### src/rtl/slvds_t.sv
// rtl/slvds_t.sv - 16-bit word serializer for the slvds line (frame: 11, data LSB first, trailer0, 0)
// Optional build macro: SLVDS_T_PARITY_EN (trailer0 = even parity over the data word).
module slvds_t #(
  parameter int SYNC_LEN = 24,
  parameter int GAP_LEN  = 0
) (
  input  logic        clk,
  input  logic        rst,
  input  logic [15:0] din,
  input  logic        valid,
  output logic        ready,
  output logic        out,
  output logic        busy
);

  localparam int SW = $clog2(SYNC_LEN + 1);
  localparam int GW = (GAP_LEN > 0) ? $clog2(GAP_LEN + 1) : 1;
  localparam logic [SW-1:0] SYNC_LAST = SW'(SYNC_LEN - 1);
  localparam logic [GW-1:0] GAP_LAST  = GW'((GAP_LEN > 0) ? GAP_LEN - 1 : 0);
  localparam logic [4:0]    LAST_BIT  = 5'd20;

  typedef enum logic [1:0] {SYNC, IDLE, SHIFT, GAP} state_t;

  state_t        state;
  state_t        state_nx;
  logic [SW-1:0] sync_cnt;
  logic [GW-1:0] gap_cnt;
  logic [4:0]    bit_cnt;   // index (1..20) of the frame bit currently on out
  logic [15:0]   hold;
  logic          accept;
  logic          trailer0;
  logic          next_bit;
  logic [3:0]    data_idx;

`ifdef SLVDS_T_PARITY_EN
  assign trailer0 = ^hold;
`else
  assign trailer0 = 1'b0;
`endif

  assign accept   = valid & ready;
  assign busy     = (state != IDLE);
  // bit_cnt 2..17 selects data bit 0..15 for the following cycle; the 4-bit wrap gives 16->14, 17->15
  assign data_idx = bit_cnt[3:0] - 4'd2;

  // Frame bit that follows the one currently on out
  always_comb begin
    next_bit = 1'b0;
    if (bit_cnt == 5'd1) begin
      next_bit = 1'b1;
    end else if (bit_cnt >= 5'd2 && bit_cnt <= 5'd17) begin
      next_bit = hold[data_idx];
    end else if (bit_cnt == 5'd18) begin
      next_bit = trailer0;
    end
  end

  // State register
  always_ff @(posedge clk) begin
    if (rst) begin
      state <= SYNC;
    end else begin
      state <= state_nx;
    end
  end

  // Next state and ready; the last frame bit doubles as an accept slot when no gap is configured
  always_comb begin
    state_nx = state;
    ready    = 1'b0;
    case (state)
      SYNC: begin
        if (sync_cnt == SYNC_LAST) state_nx = IDLE;
      end
      IDLE: begin
        ready = 1'b1;
        if (valid) state_nx = SHIFT;
      end
      SHIFT: begin
        if (bit_cnt == LAST_BIT) begin
          if (GAP_LEN == 0) begin
            ready    = 1'b1;
            state_nx = valid ? SHIFT : IDLE;
          end else begin
            state_nx = GAP;
          end
        end
      end
      GAP: begin
        if (gap_cnt == GAP_LAST) state_nx = IDLE;
      end
      default: state_nx = SYNC;
    endcase
  end

  // Counters, holding register and the registered serial line; out is low unless a frame bit is due
  always_ff @(posedge clk) begin
    if (rst) begin
      out      <= 1'b0;
      bit_cnt  <= 5'd0;
      sync_cnt <= '0;
      gap_cnt  <= '0;
      hold     <= 16'h0000;
    end else begin
      sync_cnt <= (state == SYNC) ? sync_cnt + 1'b1 : '0;
      gap_cnt  <= (state == GAP)  ? gap_cnt + 1'b1  : '0;
      if (accept) begin
        hold    <= din;
        bit_cnt <= 5'd1;
        out     <= 1'b1;
      end else if (state == SHIFT && bit_cnt != LAST_BIT) begin
        bit_cnt <= bit_cnt + 5'd1;
        out     <= next_bit;
      end else begin
        out <= 1'b0;
      end
    end
  end

endmodule

### config.mk
export PLATFORM = sky130hd
export DESIGN_NAME = slvds_t
export DESIGN_NICKNAME = d
export VERILOG_FILES = /design/src/rtl/slvds_t.sv
export SDC_FILE = /design/constraint.sdc
export NUM_CORES = 1
export LEC_CHECK = 0
export BUFFER_PORTS_ARGS = -buffer_cell sky130_fd_sc_hd__buf_2
export CAP_MARGIN = 20
export CORE_MARGIN = 1.5
export CORE_UTILIZATION = 57
export CTS_CLUSTER_DIAMETER = 120
export CTS_CLUSTER_SIZE = 28
export DETAILED_ROUTE_END_ITERATION = 10
export HOLD_SLACK_MARGIN = 0.02
export PLACE_DENSITY = 0.79
export SYNTH_ARGS = -nofsm -noshare
export SYNTH_HDL_FRONTEND = slang
export SYNTH_SLANG_ARGS = --single-unit
### constraint.sdc
create_clock -name clk -period 2.5 [get_ports clk]
set_clock_uncertainty 0.2 [all_clocks]
set_input_delay 0.25 -clock clk [delete_from_list [all_inputs] [get_ports clk]]
set_output_delay 0.25 -clock clk [all_outputs]
set_load 0.05 [all_outputs]
==> parameters.txt, run 1 <==
Parameter                              Value

Placed design
  Number of cells in the design after placement    219
  Gp weighted congestion    slightly above 0.8
  HPWL reported at the end of detailed placement    between 2000 and 3000 µm
  Number of port buffers    21

Worst setup path
  Critical path capture point type    output pin
  Max stage delay on crit path    about 480 ps
  CP required    2050 ps
  Launching instance or port of the critical path    bit_cnt[1]
  Critical Path Start Type    register
  Levels on crit path    6
  List of cells traversed by the critical path    inv_1 -> ha_1 -> and3b_1 -> a31oi_4 -> nor2_1 -> buf_2
  R2R Path Start    bit_cnt[2]
  Slowest cell on the critical path    sky130_fd_sc_hd__dfxtp_1
  Worst setup slack for register-to-register paths    180 ps
  Buffers & Inverters on Critical Path    2
  Data arrival, critical path    roughly 1900 ps
  Number of cell instances on the worst register-to-register path    6
  Cell family with most CP delay    flip-flops
  Critical setup path kind    register to output pin
  CP max FO    6

Synthesis
  FF+latch count, synth    30
  Cell taking the most area after synthesis    sky130_fd_sc_hd__dfxtp_1
  Synthesized netlist net count    between 200 and 250
  Share of flip-flops with an asynchronous set or reset    0%
  Number of cells produced by synthesis    180
  Number of synthesized flops with an enable pin    0
  Number of unique standard cell types used by synthesis    40
  Commonest register cell after synthesis    sky130_fd_sc_hd__dfxtp_1
  Top cell type's share of synthesized area    35.4%
  Syn Area/Cell    9.42 µm²
  Most area-consuming cells after synthesis    sky130_fd_sc_hd__dfxtp_1 35%, sky130_fd_sc_hd__ha_1 8.9%, sky130_fd_sc_hd__o31ai_1 7.5%, sky130_fd_sc_hd__nand4_1 6.6%, sky130_fd_sc_hd__a21oi_1 6.5%
  Part of the Yosys area used for sequential elements    a little over a third
  Syn Std Cell Area    1700 µm²
  Warning count from the yosys run    0

Floorplanning
  Die Width    ~58 µm
  Starting density of the core    61.0%
  Chip height    approximately 58 µm
  Die area    between 3000 and 4000 µm²
  I/O pin total    22
  Floorplan row count    19
  Area inside the core boundary    between 2000 and 3000 µm²

Clock network
  Insertion delay to the later sink of the worst-skew pair    330 ps
  Clk pin slew, worst setup/hold paths    roughly 110 ps
  TritonCTS buffer count    5
  Clock tree sinks    30
  CTS Root Cell    sky130_fd_sc_hd__clkbuf_4
  Bufs on Longest Clock Path    2
  TritonCTS clock tree    done
  Clock H-tree levels    2

Cells and area
  Register area    601 µm²
  Layout Area Growth over Synthesis    18.5%
  Layout cells sized above 1    18.8%
  Nets    243
  Area of the multi-input gates    ~960 µm²
  Post-layout instance count excluding filler cells    between 200 and 250
  Number of fill cells in the layout    between 200 and 250
  Top library cells by usage in the layout, fill and taps aside    30 x sky130_fd_sc_hd__dfxtp_1, 22 x sky130_fd_sc_hd__a21oi_1, 21 x sky130_fd_sc_hd__buf_2
  Most common cell after layout, fill and taps aside    sky130_fd_sc_hd__dfxtp_1
  Antenna diode count    0

Routing
  Total wire length after detailed routing    approximately 4100 µm
  DR pass1 iterations    4
  DRC Markers    0
  Count of routing violations after the opening detailed-route iteration    70
  Final routed wire length divided by cell count    between 15 and 20 µm
  Post-detailed-route via-to-cell ratio    approximately 6.2
  DR vias    approximately 1.5k
  Residual antenna-violating net count after detailed routing    0

Global route
  Vias in the first global route    about 1.4k
  Pin count of the biggest net entering global routing    27
  Total track usage    a little over a quarter
  Global-route congestion overflow total    0
  Antenna violations before repair    0
  Global-route wire length before repair    approximately 6800 µm

Job
  Maximum capacitance violations    0

STA
  Max Transition Viols Final    0
  Final setup violation count    0
  Fmax    about 0.42 GHz
  Number of hold violations in the final report    0
  Worst-margin pin slew    approximately 480 ps
  Post-layout min period    2350 ps
  Slew margin rel.    between 60% and 70%
  Summed negative setup slack over all endpoints    0 ps
  Unrepaired setup endpoints after global routing    no
  Final period util    94.2%

Power and ir drop
  Leak    roughly 0.8 nW
  Maximum vdd ir drop    roughly 0.57 mV
  Ratio of total power to cell area    roughly 490 nW/µm²

Outcome
  Status    finished clean

Min path
  HP Start    rst
  Number of stages on the worst hold path    2
  HP Class    primary input to register
registers in the layout, indices dropped and copies added (netlist names):
register and cells:
gap_cnt 1, sync_cnt 5, hold 16, bit_cnt 5, state 2, out 1
Yosys cell counts, drive strengths merged (2+ instances only):
cell    number
o21ai        3
xnor2        4
clkbuf       7
nand4       18
nor2b        2
inv          9
nand2b       2
nand2        2
nor2         6
dfxtp       30
nand4b       2
a21oi       22
nor3         5
buf         10
o31ai       17
ha          12
and3         2
mux4         4
nor3b        3
nand3        4
xor2         4
cells by family (layout without fill, tap and decap cells):
kind of cell | count (synthesis) | in the layout | share of synthesized area, %
compound gates | 49 | 49 | 19.4
fa+ha+maj | 12 | 12 | 8.86
flops | 30 | 30 | 35.4
xor+xnor | 8 | 8 | 4.13
simple gates | 49 | 49 | 17.8
buf+inv | 27 | 60 | 7.75
mux | 5 | 5 | 6.64
metrics by stage:
stage | hold WS, ps | instance area, µm² | utilization, % | power [mW] | setup slack, ps
after CTS | 169 | 2010 | 72.2 | 0.974 | 154
after detailed placement | 219 | 1780 | 63.8 | 0.641 | 252
after global placement | 209 | 1780 | 63.8 | 0.634 | 346
after global routing | 183 | 2010 | 72.2 | 1.01 | 56.3
after floorplan | 198 | 1700 | - | 0.603 | 101
final | 173 | 2010 | 72.2 | 0.975 | 145
metal layers:
metal / vias to the layer above / GRT usage [%] / part of all wire (%)
li1: 741 / - / -
met1: 739 / 36.0 / 45
met3: 6 / 6.12 / 4.4
met2: 38 / 42.2 / 49
met4: 0 / 7.97 / 1.4
met5: - / 0 / 0
layout make-up:
| class | count | share of cell area, % |
|---|---|---|
| Inverter | 10 | 1.93 |
| Timing Repair Buffer | 42 | 15.1 |
| Clock inverter | 2 | 0.623 |
| Multi-Input combinational cell | 123 | 48.0 |
| Tap cell | 31 | 1.93 |
| Sequential cell | 30 | 29.9 |
| Clock buffer | 6 | 2.55 |
power by group:
part           total [mW]  internal, mW  leakage (nW)  switching [mW]
logic               0.160        0.0604         0.528          0.0999
clock network       0.318         0.135        0.0343           0.183
registers           0.497         0.488         0.242         0.00873
worst reg2reg max path, stage by stage (launching register included):
cell                       delay [ps]
sky130_fd_sc_hd__dfxtp_1          570
sky130_fd_sc_hd__inv_1            160
sky130_fd_sc_hd__ha_1             390
sky130_fd_sc_hd__mux4_1           310
sky130_fd_sc_hd__mux2_2           280
sky130_fd_sc_hd__a32oi_1          190
sky130_fd_sc_hd__a221oi_1         100
what timing repair did:
item,CTS,global route
hold buffers,16,0
hold endpoints to repair,16,0
endpoints found under the setup margin,1,0
gates resized for setup,1,0
setup buffers,1,0
worst paths after layout:
check | end
worst max-delay path | ready
worst min-delay path | hold[7]
worst min register to register | gap_cnt
worst max register to register | out
Power figures use the tool's default switching activity.
==> inputs of run 2 (changes only) <==
REMOVE_ABC_BUFFERS = 1   (was not set)
==> run 2 against run 1 <==
Effect of this change: power is 1.4% lower; cell area is 0.25% lower; critical path type unchanged; routed wire length is 2.9% lower; die area stayed put; highest routed layer unchanged; clock power is 4% lower; count of clock-buffer cells in the layout is 1 higher; utilization is 0.18 points lower.
==> parameters.txt, run 2 (same netlist as run 1, synthesis figures left out) <==
Parameter                              Value

Outcome
  Status    finished clean

Placed design
  Number of port buffers    21
  HPWL reported at the end of detailed placement    around 2600 µm
  Gp weighted congestion    slightly below 0.9
  Number of cells in the design after placement    220

Cells and area
  Top library cells by usage in the layout, fill and taps aside    30 x sky130_fd_sc_hd__dfxtp_1, 22 x sky130_fd_sc_hd__a21oi_1, 21 x sky130_fd_sc_hd__buf_2
  Layout Area Growth over Synthesis    18.2%
  Layout cells sized above 1    between 10% and 20%
  Number of flip-flops under the largest register name    16
  Nets    243
  Most common cell after layout, fill and taps aside    sky130_fd_sc_hd__dfxtp_1
  Post-layout instance count excluding filler cells    244
  Antenna diode count    0
  Largest registers in the final layout    hold (16), bit_cnt (5), sync_cnt (5)
  Top reg by flops    hold
  Util after Layout    72.0%
  Number of fill cells in the layout    between 150 and 200

Power and ir drop
  Ratio of total power to cell area    about 480 nW/µm²
  Post-layout power    about 960 µW
  Leak    between 0.8 and 0.9 nW
  Share of power burned in combinational logic    roughly 17%
  P_int    roughly 680 µW
  Switching component of the power    between 200 and 300 µW
  Maximum vdd ir drop    approximately 0.5 mV
  Sequential group share of total power    51.6%
  Sw Ratio    28.8%
  Clock share of power    31.6%

Clock network
  Bufs on Longest Clock Path    2
  Number of setup buffers added after CTS    0
  Clock tree sinks    30
  Insertion delay to the later sink of the worst-skew pair    about 320 ps
  CTS Root Cell    sky130_fd_sc_hd__clkbuf_4
  Number of resized instances in the post-cts repair step    0
  Hold buffer count at cts    16
  Clock H-tree levels    2
  Clk pin slew, worst setup/hold paths    ~90 ps
  TritonCTS clock tree    done
  TritonCTS buffer count    5

Min path
  HP Start    rst
  HP Class    primary input to register
  Number of stages on the worst hold path    2

Worst setup path
  Number of cell instances on the worst register-to-register path    6
  Worst setup slack for register-to-register paths    roughly 160 ps
  R2R Path Start    bit_cnt[2]
  Critical path capture point type    output pin
  Critical Path Start Type    register
  Critical setup path kind    register to output pin
  CP required    approximately 2000 ps
  Launching instance or port of the critical path    bit_cnt[1]
  Slowest cell on the critical path    sky130_fd_sc_hd__dfxtp_1
  CP max FO    6
  Max stage delay on crit path    460 ps
  Data arrival, critical path    around 1900 ps
  List of cells traversed by the critical path    inv_1 -> ha_1 -> and3b_1 -> a31oi_4 -> nor2_1 -> buf_2

Floorplanning
  Area inside the core boundary    between 2000 and 3000 µm²
  Floorplan row count    19
  Die area    between 3000 and 4000 µm²
  Die Width    57.5 µm
  I/O pin total    22
  Chip height    approximately 58 µm
  Starting density of the core    roughly three fifths

STA
  Fmax    0.419 GHz
  Worst-margin pin slew    519 ps
  Summed negative setup slack over all endpoints    0 ps
  Final setup violation count    0
  Final period util    a little over nine tenths
  Unrepaired setup endpoints after global routing    no
  Number of hold violations in the final report    0
  Max Transition Viols Final    0
  Worst hold margin    approximately 180 ps
  Slew margin rel.    65.1%
  Post-layout min period    approximately 2400 ps

Global route
  Global-route wire length before repair    approximately 6600 µm
  Global-route congestion overflow total    0
  Total track usage    around a quarter
  Pin count of the biggest net entering global routing    27
  Vias in the first global route    ~1.5k
  Antenna violations before repair    0

Routing
  Final routed wire length divided by cell count    about 16 µm
  Count of routing violations after the opening detailed-route iteration    a little over 60
  Post-detailed-route via-to-cell ratio    around 6.4
  Residual antenna-violating net count after detailed routing    0
  DRC Markers    0
  DR vias    between 1.5k and 2k
  Total wire length after detailed routing    3970 µm
  DR pass1 iterations    4

Job
  Maximum capacitance violations    0
## run 2: layout make-up
cell class / count / area [µm²] / share of cell area, %
clock buffer: 7 / 55.1 / 2.75
multi-input combinational: 123 / 963 / 48.1
tap: 31 / 38.8 / 1.94
clock inverter: 1 / 5.00 / 0.250
timing repair buffer: 42 / 303 / 15.1
sequential: 30 / 601 / 30.0
inverter: 10 / 37.5 / 1.87
## run 2: layer usage
| metal | share of wire [%] | up-vias | GRT usage [%] |
|---|---|---|---|
| met4 | 2.1 | 0 | 9.97 |
| met3 | 5.0 | 12 | 7.26 |
| met5 | 0 | - | 0 |
| met2 | 49 | 60 | 41.1 |
| met1 | 44 | 740 | 32.7 |
| li1 | - | 738 | - |
## run 2: stage by stage
stage	setup slack, ps	area [µm²]
finish	116	2000
global route	22.7	2000
CTS	124	2000
detailed placement	194	1780
global placement	361	1780
floorplan	-89.4	1600
## run 2: path summary, 6_finish.rpt
path,end
max reg2reg,out
min reg2reg,gap_cnt
max,ready
min,hold[9]
## run 2: power by group through the flow
stage	registers, mW	clock network, mW	logic, mW
after floorplan	0.506	0	0.0768
after global placement	0.507	0	0.131
after detailed placement	0.507	0	0.137
after CTS	0.496	0.310	0.157
after global routing	0.498	0.334	0.174
final	0.496	0.304	0.161
## run 2: critical path: cells and delay by family, from the launching register on
family / cells / cell delay (ps)
and+or+nand+nor: 2 / 280
DFF: 1 / 460
AOI/OAI and AO/OA: 1 / 240
adders and majority gates: 1 / 260
buffers and inverters: 2 / 380
